[config.mk]
export PLATFORM = sky130hd
export DESIGN_NAME = svm_seq_engine_flat
export DESIGN_NICKNAME = d
export VERILOG_FILES = /design/src/rtl/svm_seq_engine_pkg.sv /design/src/rtl/svm_seq_engine_if.sv /design/src/rtl/svm_seq_engine_mac_step.sv /design/src/rtl/svm_seq_engine.sv /design/src/flat_wrapper.sv
export SDC_FILE = /design/constraint.sdc
export NUM_CORES = 1
export LEC_CHECK = 0
export CORE_AREA = 2 2 115 117
export CTS_BUF_LIST = sky130_fd_sc_hd__clkbuf_4
export CTS_CLUSTER_DIAMETER = 50
export DETAILED_ROUTE_END_ITERATION = 8
export DIE_AREA = 0 0 117 119
export PLACE_DENSITY = 0.77
export SLEW_MARGIN = 20
export SYNTH_ARGS = -nofsm -noshare
export SYNTH_HDL_FRONTEND = slang
export SYNTH_SLANG_ARGS = --single-unit
[constraint.sdc]
create_clock -name clk -period 7.3 [get_ports clk]
set_input_delay 1.46 -clock clk [delete_from_list [all_inputs] [get_ports clk]]
set_output_delay 1.46 -clock clk [all_outputs]
set_load 0.02 [all_outputs]
[src/rtl/svm_seq_engine_pkg.sv]
// Shared types and sizing helpers for the sequential one-vs-one SVM engine.
package svm_engine_pkg;

    typedef enum logic [1:0] {
        IDLE   = 2'd0,
        ACC    = 2'd1,
        RESULT = 2'd2
    } svm_state_e;

    // Accumulator must hold bias plus N products of a signed weight and an unsigned feature.
    function automatic int acc_width(input int n_feat, input int w_w, input int in_w, input int b_w);
        int prod_sum_w;
        prod_sum_w = w_w + in_w + 1 + $clog2(n_feat);
        return ((prod_sum_w > b_w) ? prod_sum_w : b_w) + 1;
    endfunction

    function automatic int slice_lsb(input int idx, input int width);
        return idx * width;
    endfunction

endpackage

[src/rtl/svm_seq_engine_if.sv]
// Picker-to-engine bundle: feature/weight/bias inputs, run control and per-comparison result.
interface svm_seq_engine_if #(
    parameter int N_features  = 11,
    parameter int weightWidth = 8,
    parameter int biasWidth   = 16,
    parameter int inputWidth  = 4
);
    logic                              start;
    logic [inputWidth*N_features-1:0]  features;
    logic [weightWidth*N_features-1:0] weight;
    logic [biasWidth-1:0]              bia;
    logic                              done;
    logic                              svmready;
    logic                              w_class;
    logic                              busy;

    modport master (
        output start, features, weight, bia, done,
        input  svmready, w_class, busy
    );

    modport slave (
        input  start, features, weight, bia, done,
        output svmready, w_class, busy
    );
endinterface

[src/rtl/svm_seq_engine_mac_step.sv]
// One multiply-accumulate step: signed weight times zero-extended feature, added to the running sum.
module svm_mac_step #(
    parameter int weightWidth = 8,
    parameter int inputWidth  = 4,
    parameter int ACC_W       = 18
) (
    input  logic signed [weightWidth-1:0] w_i,
    input  logic        [inputWidth-1:0]  x_i,
    input  logic signed [ACC_W-1:0]       addend_i,
    output logic signed [ACC_W-1:0]       sum_o
);
    localparam int PW = weightWidth + inputWidth + 1;

    logic signed [inputWidth:0] x_ext;
    logic signed [PW-1:0]       prod;

    always_comb begin
        x_ext = $signed({1'b0, x_i});
        prod  = PW'(w_i) * PW'(x_ext);
        sum_o = addend_i + {{(ACC_W-PW){prod[PW-1]}}, prod};
    end
endmodule

[src/rtl/svm_seq_engine.sv]
// Sequential SVM engine: one MAC per cycle over the latched features, one result pulse per comparison.
module svm_seq_engine
    import svm_engine_pkg::*;
#(
    parameter int N_features  = 11,
    parameter int weightWidth = 8,
    parameter int biasWidth   = 16,
    parameter int inputWidth  = 4
) (
    input  logic              clk,
    input  logic              rst_n,
    svm_seq_engine_if.slave   bus
);
    localparam int ACC_W = acc_width(N_features, weightWidth, inputWidth, biasWidth);
    localparam int IDX_W = (N_features > 1) ? $clog2(N_features) : 1;
    localparam int FW    = inputWidth * N_features;

    svm_state_e              state_q, state_d;
    logic [IDX_W-1:0]        idx_q, idx_d;
    logic signed [ACC_W-1:0] acc_q, acc_d;
    logic [FW-1:0]           feat_q, feat_d;
    logic                    svmready_q, svmready_d;
    logic                    w_class_q, w_class_d;

    logic signed [weightWidth-1:0] w_arr [N_features];
    logic        [inputWidth-1:0]  x_arr [N_features];
    logic signed [ACC_W-1:0]       addend;
    logic signed [ACC_W-1:0]       mac_sum;
    logic                          idx_first;
    logic                          idx_last;

    genvar gi;
    generate
        for (gi = 0; gi < N_features; gi++) begin : g_slice
            assign w_arr[gi] = bus.weight[slice_lsb(gi, weightWidth) +: weightWidth];
            assign x_arr[gi] = feat_q[slice_lsb(gi, inputWidth) +: inputWidth];
        end
    endgenerate

    assign idx_first = (idx_q == '0);
    assign idx_last  = (idx_q == IDX_W'(N_features - 1));
    // The bias seeds the sum only on the first index; later steps chain off the accumulator.
    assign addend    = idx_first ? {{(ACC_W-biasWidth){bus.bia[biasWidth-1]}}, bus.bia} : acc_q;

    svm_mac_step #(
        .weightWidth (weightWidth),
        .inputWidth  (inputWidth),
        .ACC_W       (ACC_W)
    ) u_mac (
        .w_i      (w_arr[idx_q]),
        .x_i      (x_arr[idx_q]),
        .addend_i (addend),
        .sum_o    (mac_sum)
    );

    always_comb begin
        state_d    = state_q;
        idx_d      = idx_q;
        acc_d      = acc_q;
        feat_d     = feat_q;
        svmready_d = 1'b0;
        w_class_d  = w_class_q;
        case (state_q)
            IDLE: begin
                if (bus.start) begin
                    feat_d  = bus.features;
                    idx_d   = '0;
                    state_d = ACC;
                end
            end
            ACC: begin
                if (idx_first && bus.done) begin
                    state_d = IDLE;
                end else begin
                    acc_d = mac_sum;
                    if (idx_last) begin
                        // Decision registered with the pulse so both are valid during RESULT.
                        idx_d      = '0;
                        state_d    = RESULT;
                        svmready_d = 1'b1;
                        w_class_d  = mac_sum[ACC_W-1];
                    end else begin
                        idx_d = idx_q + 1'b1;
                    end
                end
            end
            RESULT: begin
                idx_d   = '0;
                state_d = ACC;
            end
            default: state_d = IDLE;
        endcase
    end

    always_ff @(posedge clk) begin
        if (!rst_n) begin
            state_q    <= IDLE;
            idx_q      <= '0;
            acc_q      <= '0;
            feat_q     <= '0;
            svmready_q <= 1'b0;
            w_class_q  <= 1'b0;
        end else begin
            state_q    <= state_d;
            idx_q      <= idx_d;
            acc_q      <= acc_d;
            feat_q     <= feat_d;
            svmready_q <= svmready_d;
            w_class_q  <= w_class_d;
        end
    end

    assign bus.svmready = svmready_q;
    assign bus.w_class  = w_class_q;
    assign bus.busy     = (state_q != IDLE);
endmodule

[src/flat_wrapper.sv]
// flat-port wrapper written by rule: the top's interface ports become plain ports
module svm_seq_engine_flat import svm_engine_pkg::*;
#(
    parameter int N_features  = 11,
    parameter int weightWidth = 8,
    parameter int biasWidth   = 16,
    parameter int inputWidth  = 4
)
  (clk, rst_n, bus_start, bus_features, bus_weight, bus_bia, bus_done, bus_svmready, bus_w_class, bus_busy);
  svm_seq_engine_if #(.N_features(N_features), .weightWidth(weightWidth), .biasWidth(biasWidth), .inputWidth(inputWidth)) bus_i ();
  input  logic clk;
  input  logic rst_n;
  input wire logic [$bits(bus_i.start)-1:0] bus_start;
  input wire logic [$bits(bus_i.features)-1:0] bus_features;
  input wire logic [$bits(bus_i.weight)-1:0] bus_weight;
  input wire logic [$bits(bus_i.bia)-1:0] bus_bia;
  input wire logic [$bits(bus_i.done)-1:0] bus_done;
  output wire logic [$bits(bus_i.svmready)-1:0] bus_svmready;
  output wire logic [$bits(bus_i.w_class)-1:0] bus_w_class;
  output wire logic [$bits(bus_i.busy)-1:0] bus_busy;
  assign bus_i.start = bus_start;
  assign bus_i.features = bus_features;
  assign bus_i.weight = bus_weight;
  assign bus_i.bia = bus_bia;
  assign bus_i.done = bus_done;
  assign bus_svmready = bus_i.svmready;
  assign bus_w_class = bus_i.w_class;
  assign bus_busy = bus_i.busy;
  svm_seq_engine #(.N_features(N_features), .weightWidth(weightWidth), .biasWidth(biasWidth), .inputWidth(inputWidth)) u_core (.clk(clk), .rst_n(rst_n), .bus(bus_i));
endmodule
==> metrics.md, run 1 <==
| Metric | Value |
|---|---|
| Filler cells | `1096` |
| H-tree depth | `3` |
| CTS sink count | `70` |
| Unrepaired setup endpoints after global routing | `yes` |
| Placed Cells incl. Taps | `1093` |
| Die area | `13920 sq um` |
| First-pass GRT wire length | `26.31 mm` |
| Area Growth Syn to Fin | `44.71%` |
| Syn_nets | `944` |
| CTS tree | `yes` |
| Die Wd | `117 um` |
| Ports | `155` |
| Via/cell ratio | `5.157` |
| Core area | `12870 sq um` |
| CTS clock-pin slew for the worst setup and hold paths | `0.14 ns` |
| Non-filler instance count after layout | `1119` |
| Slew Limit Fails | `0` |
| Synth area leader | `dfxtp_1` |
| Hold WC Path Type | `flip-flop to flip-flop` |
| Mapped Area | `5768 sq um` |
| NumNets Final | `1151` |
| Vias | `5771` |
| Total power | `1469 uW` |
| Clk buf depth | `2` |
| Drt first pass iters | `5` |
| Die height | `119 um` |
| Final setup violation count | `0` |
| Gate Count Post-Synth | `731` |
| Overall routing resource usage | `23.37%` |
| Synth warn | `0` |
| Peak VDD IR | `0.1068 mV` |
| Initial Utilization | `44.80%` |
| GPL Wtd Cong | `0.9321` |
| Slew @ Worst Pin | `1.010 ns` |
| Clock Latency Late Sink | `0.44 ns` |
| Largest net degree at the start of global routing | `61` |
| GR Overflow Total | `0` |
| Root buf cell | `clkbuf_4` |
| Lkg Pwr | `0.003708 uW` |
| Syn_area_per_cell | `7.891 sq um` |
| CTS Buf Count | `9` |
| Slowest CP cell | `fa_1` |
| Final setup skew | `0.01245 ns` |
| Critical Path RT | `7.59 ns` |
| DP HPWL | `11.94 mm` |
| Max incr delay on CP | `0.51 ns` |
| Layout cells sized above 1 | `19.30%` |
| Initial DRC Count | `288` |
| EDFF count, synth | `0` |
| Routed wire length | `16.37 mm` |
| FFs w/ async S/R, synth | `0%` |
| Ranking of synthesized cells by area | `dfxtp_1 (24%), nand2_1 (12%), ha_1 (9.3%)` |
| PortBufs | `154` |
| Vias in the first global route | `5732` |
| Setup crit end kind | `flip-flop` |
| Hold Slack | `0.4606 ns` |
| Startpoint Class | `input pin` |
| Maxcap violations | `0` |
| DRC errors left | `0` |
| Endpoints failing hold | `0` |
| Synth top area share | `24.30%` |
| Number of synthesized register bits | `70` |
| Final min period | `7.015 ns` |
| Main synth FF type | `dfxtp_1` |
| Status | `finished clean` |
| Initial antenna violation count | `0` |
| Antenna diode count | `0` |
| Worst slew margin | `32.64%` |
| Distinct cell type count after synthesis | `56` |
| Crit Path Class | `input pin to flip-flop` |
| Antenna Violating Nets Remaining | `0` |
| Worst Path Arrival | `7.31 ns` |
| Flop2flop setup slack | `0.56 ns` |
| Period utilisation layout | `96.10%` |
| Pwr dens | `176.1 nW/um^2` |
| Critical path fanouts, max | `3` |
| # rows | `42` |
| Sequential-to-total area share from yosys stat | `24.30%` |
| Routed len/inst | `14.63 um` |
| Max Fclk | `142.6 MHz` |
==> where the power goes <==
part           switching (uW)  leakage (uW)  internal (uW)
combinational             367       0.00305            403
sequential               16.8      0.000574            410
clock                     163     0.0000817            109
total                     547       0.00371            923
==> worst paths after layout <==
| path | startpoint | to | depth (start not counted) |
|---|---|---|---|
| worst min register to register | u_core.feat_q[16] | u_core.feat_q[16] | 2 |
| worst max-delay path | bus_weight[39] | u_core.acc_q[17] | 29 |
| worst max register to register | u_core.idx_q[0] | u_core.acc_q[17] | 28 |
| worst min-delay path | u_core.feat_q[16] | u_core.feat_q[16] | 2 |
==> cell families after synthesis <==
family / Yosys count / share of synthesized area, %
AO/OA/AOI/OAI: 146 / 14.16
adder cells (fa/ha/maj): 62 / 15.77
AND/OR/NAND/NOR: 285 / 20.50
XOR/XNOR: 29 / 4.859
flip-flops: 70 / 24.29
multiplexers: 50 / 14.34
buffers and inverters: 89 / 6.074
==> registers in the layout, summed over array words and instances (netlist names) <==
name	cells
u_core.feat_q	44
u_core.acc_q	18
u_core.idx_q	4
u_core.state_q	2
u_core.bus.svmready	1
u_core.bus.w_class	1
==> repair_timing <==
action | CTS | global route
gates resized for setup | 22 | 95
hold buffers | 0 | 0
pin swaps | 41 | 45
setup endpoints to repair | 3 | 5
setup buffers | 11 | 3
==> cell usage after synthesis, drive strengths merged, types with 2 or more instances <==
cell    count
nand2     180
a21oi      92
dfxtp      70
nor2       64
inv        54
ha         43
clkbuf     26
mux2i      26
o21ai      26
xnor2      26
mux4       24
fa         18
buf         8
nand3       7
nor2b       7
a21o        6
nand2b      6
or2         5
nor3        4
o21a        4
a211oi      3
and3        3
xor2        3
a31oi       2
and2        2
o21bai      2
or3         2
==> layout make-up <==
| class | count | area [sq um] | share of cell area (%) |
|---|---|---|---|
| multi-input combinational | 572 | 4222 | 50.58 |
| timing repair buffer | 230 | 2146 | 25.71 |
| sequential | 70 | 1404 | 16.82 |
| tap | 176 | 220.2 | 2.638 |
| inverter | 55 | 209.0 | 2.503 |
| clock inverter | 7 | 78.83 | 0.9444 |
| clock buffer | 9 | 67.56 | 0.8095 |
==> layout by cell type, fill, tap and decap left out, types with 3 or more instances in the layout <==
master           netlist  layout
fa_1                  18      18
a211oi_1               3       3
dlymetal6s2s_1         0      26
inv_6                  0       4
or2_2                  5       5
a21o_1                 6       6
buf_4                  1      71
clkbuf_2               0      14
o21ai_1                1       4
nand2b_1               6       5
nor2b_1                7       7
inv_1                 53      45
xnor2_1               25      25
a21oi_2                2      13
clkdlybuf4s50_1        0     112
ha_1                  43      36
dfxtp_1               70      68
mux4_1                 7       6
nor3_1                 3       3
ha_4                   0       7
o21a_1                 4       4
nand2_1              180     180
nor2_1                63      59
mux4_2                17      18
nor2_2                 0       3
nand3_1                7       6
clkbuf_4               0       9
buf_6                  1       5
mux2i_1               26      25
o21ai_0               25      20
inv_2                  0       8
a21oi_1               90      77
==> routing by layer <==
| layer | routed length [um] | GRT usage (%) | vias up |
|---|---|---|---|
| met4 | 243 | 5.735 | 0 |
| met5 | 0 | 0 | - |
| met3 | 718 | 3.155 | 19 |
| met1 | 7031 | 30.24 | 2736 |
| met2 | 8372 | 40.86 | 136 |
| li1 | - | - | 2880 |
==> through the flow <==
stage | cell area [sq um] | TNS (ns) | setup WS [ns] | utilization (%)
floorplan | 5779 | 0 | 0.003116 | -
global placement | 7926 | -1.811 | -0.5354 | 61.56
detailed placement | 7926 | -2.333 | -0.6305 | 61.56
CTS | 8188 | 0 | 0.004115 | 63.60
global route | 8347 | 0 | 0.001440 | 64.83
finish | 8347 | 0 | 0.2850 | 64.83
==> worst max-delay path, delay by kind of cell <==
| kind | cells | cell delay, ns |
|---|---|---|
| fa+ha+maj | 5 | 1.95 |
| compound gates | 7 | 1.13 |
| buf+inv | 7 | 0.95 |
| xor+xnor | 3 | 0.66 |
| mux | 2 | 0.60 |
| simple gates | 5 | 0.56 |
Note: power is estimated with default switching activity, not from simulation.
==> inputs of run 2 (changes only) <==
- CORE_AREA: 2 2 115 117 -> 2 2 117 119
- DIE_AREA: 0 0 117 119 -> 0 0 119 121
- PLACE_DENSITY: 0.77 -> 0.75
- clock period: 7.3 -> 6.3 ns (I/O delays scaled with it)
==> metrics.md, run 2 (synthesized netlist as in run 1, its figures left out) <==
| Metric | Value |
|---|---|
| Hold Slack | `0.4565 ns` |
| CTS tree | `yes` |
| CTS Buf Count | `9` |
| # rows | `42` |
| Lkg Pwr | `0.003667 uW` |
| Unrepaired setup endpoints after global routing | `yes` |
| Drt first pass iters | `5` |
| Clock Latency Late Sink | `0.43 ns` |
| Max Fclk | `146.4 MHz` |
| Routed len/inst | `13.99 um` |
| Reg2reg start | `u_core.idx_q[0]` |
| CP top delay family | `compound AO/OA/AOI/OAI gates` |
| Vias in the first global route | `5982` |
| Via/cell ratio | `5.054` |
| Crit path to | `u_core.acc_q[17]` |
| Vias | `5843` |
| Routed wire length | `16.18 mm` |
| Filler cells | `1077` |
| Routed met3 length | `755 um` |
| PortBufs | `154` |
| Area Growth Syn to Fin | `49.74%` |
| NetSw | `660.3 uW` |
| Violated checks | `setup timing` |
| Flop2flop setup slack | `-0.41 ns` |
| Sw Share | `37.40%` |
| Worst Path Arrival | `7.11 ns` |
| Startpoint Class | `input pin` |
| Pwr dens | `204.4 nW/um^2` |
| Setup crit end kind | `flip-flop` |
| Die height | `121 um` |
| End of the worst register-to-register path | `u_core.acc_q[17]` |
| Clk buf depth | `2` |
| GPL Wtd Cong | `0.9072` |
| Initial antenna violation count | `0` |
| First-pass GRT wire length | `27.43 mm` |
| Sequential share of power | `28.0%` |
| Max FFs per register | `44` |
| Layout cells sized above 1 | `25.82%` |
| Top Layer Used | `met4` |
| WP depth | `32` |
| Die Wd | `119 um` |
| Largest net degree at the start of global routing | `45` |
| Antenna diode count | `0` |
| Commonest non-fill, non-tap cell in the layout | `nand2_1` |
| Comb power frac | `57.0%` |
| Total power | `1766 uW` |
| Overall routing resource usage | `23.23%` |
| Critical Path RT | `6.58 ns` |
| Worst path bufs/invs | `4` |
| CTS clock-pin slew for the worst setup and hold paths | `0.12 ns` |
| Antenna Violating Nets Remaining | `0` |
| Peak VDD IR | `0.1262 mV` |
| Maxcap violations | `0` |
| Hold WC Path Type | `flip-flop to flip-flop` |
| Most frequent cells in the layout | `nand2_1 (178), buf_4 (105), clkdlybuf4s50_1 (99), a21oi_1 (75), dfxtp_1 (68)` |
| Metal2 WL | `8.149 mm` |
| Reg2Reg Depth | `32` |
| Slew @ Worst Pin | `0.9869 ns` |
| Crit Path Class | `input pin to flip-flop` |
| Setup_tns | `-2.262 ns` |
| Initial DRC Count | `234` |
| Core area | `13090 sq um` |
| Final setup skew | `0.02157 ns` |
| Max incr delay on CP | `0.54 ns` |
| Ports | `155` |
| DP HPWL | `12.19 mm` |
| Period utilisation layout | `108.4%` |
| Setup crit start | `bus_weight[81]` |
| Die area | `14400 sq um` |
| CTS sink count | `70` |
| Biggest registers after layout | `u_core.feat_q x44, u_core.acc_q x18, u_core.idx_q x4` |
| Final min period | `6.831 ns` |
| Biggest register | `u_core.feat_q` |
| Cell-internal power | `1105 uW` |
| Final WS setup | `-0.5315 ns` |
| Root buf cell | `clkbuf_4` |
| DRC errors left | `0` |
| Endpoints failing hold | `0` |
| Slew Limit Fails | `0` |
| Initial Utilization | `44.08%` |
| Cell mode on critical path | `a21oi_2` |
| Clk network pwr share | `15.0%` |
| Metal-1 WL | `6.933 mm` |
| NumNets Final | `1188` |
| Critical path fanouts, max | `3` |
| GR Overflow Total | `0` |
| Worst slew margin | `34.20%` |
| H-tree depth | `3` |
| Final setup violation count | `6` |
| Slowest CP cell | `fa_1` |
| Status | `finished, violations left` |
-- run 2: area by class of cell --
cell class / instances / area, sq um / area share (%)
multi-input combinational: 572 / 4382 / 50.73
timing repair buffer: 267 / 2298 / 26.61
clock inverter: 7 / 56.30 / 0.6519
sequential: 70 / 1404 / 16.25
inverter: 55 / 209.0 / 2.419
clock buffer: 9 / 67.56 / 0.7823
tap: 176 / 220.2 / 2.550
-- run 2: through the flow --
step / instances / utilization (%) / cell area [sq um] / worst slack, ns
finish: 1156 / 66.01 / 8637 / -0.5315
global route: 1156 / 66.01 / 8637 / -0.7706
CTS: 1149 / 65.03 / 8509 / -0.3336
detailed placement: 1112 / 62.27 / 8148 / -1.221
global placement: 1112 / 62.27 / 8148 / -1.141
floorplan: 731 / - / 5848 / -0.5547
-- run 2: layer usage --
layer	GRT usage [%]	vias up
li1	-	2946
met3	5.028	30
met2	40.98	133
met5	0	-
met1	28.48	2734
met4	6.845	0
-- run 2: worst min-delay path, cell delays in order (launching register included) --
cell	delay, ns
dfxtp_1	0.33
nand2_1	0.05
a21oi_1	0.05
-- run 2: power groups by stage --
stage          sequential, uW  clock [uW]  combinational (uW)
4_1_cts                   495         272                 952
5_1_grt                   499         291                1110
3_3_place_gp              503           0                 849
2_1_floorplan             497           0                 528
6_report                  495         265                1010
3_5_place_dp              505           0                 864
-- run 2: worst min-delay path by stage --
stage	slack [ns]	start	to	cells past startpoint
floorplan	0.43	u_core.feat_q[20]	u_core.feat_q[20]	2
global placement	0.44	u_core.acc_q[2]	u_core.acc_q[2]	2
detailed placement	0.44	u_core.feat_q[2]	u_core.feat_q[2]	2
CTS	0.46	u_core.acc_q[4]	u_core.acc_q[4]	2
global route	0.47	u_core.acc_q[4]	u_core.acc_q[4]	2
finish	0.46	u_core.feat_q[2]	u_core.feat_q[2]	2
-- run 2: repair_timing --
action                                 4_1_cts  5_1_grt
endpoints found under the hold margin        0        0
resized for setup                          171       23
setup buffers                               28        7
pin swaps                                   67       39
setup endpoints to repair                    8        8
hold buffers                                 0        0
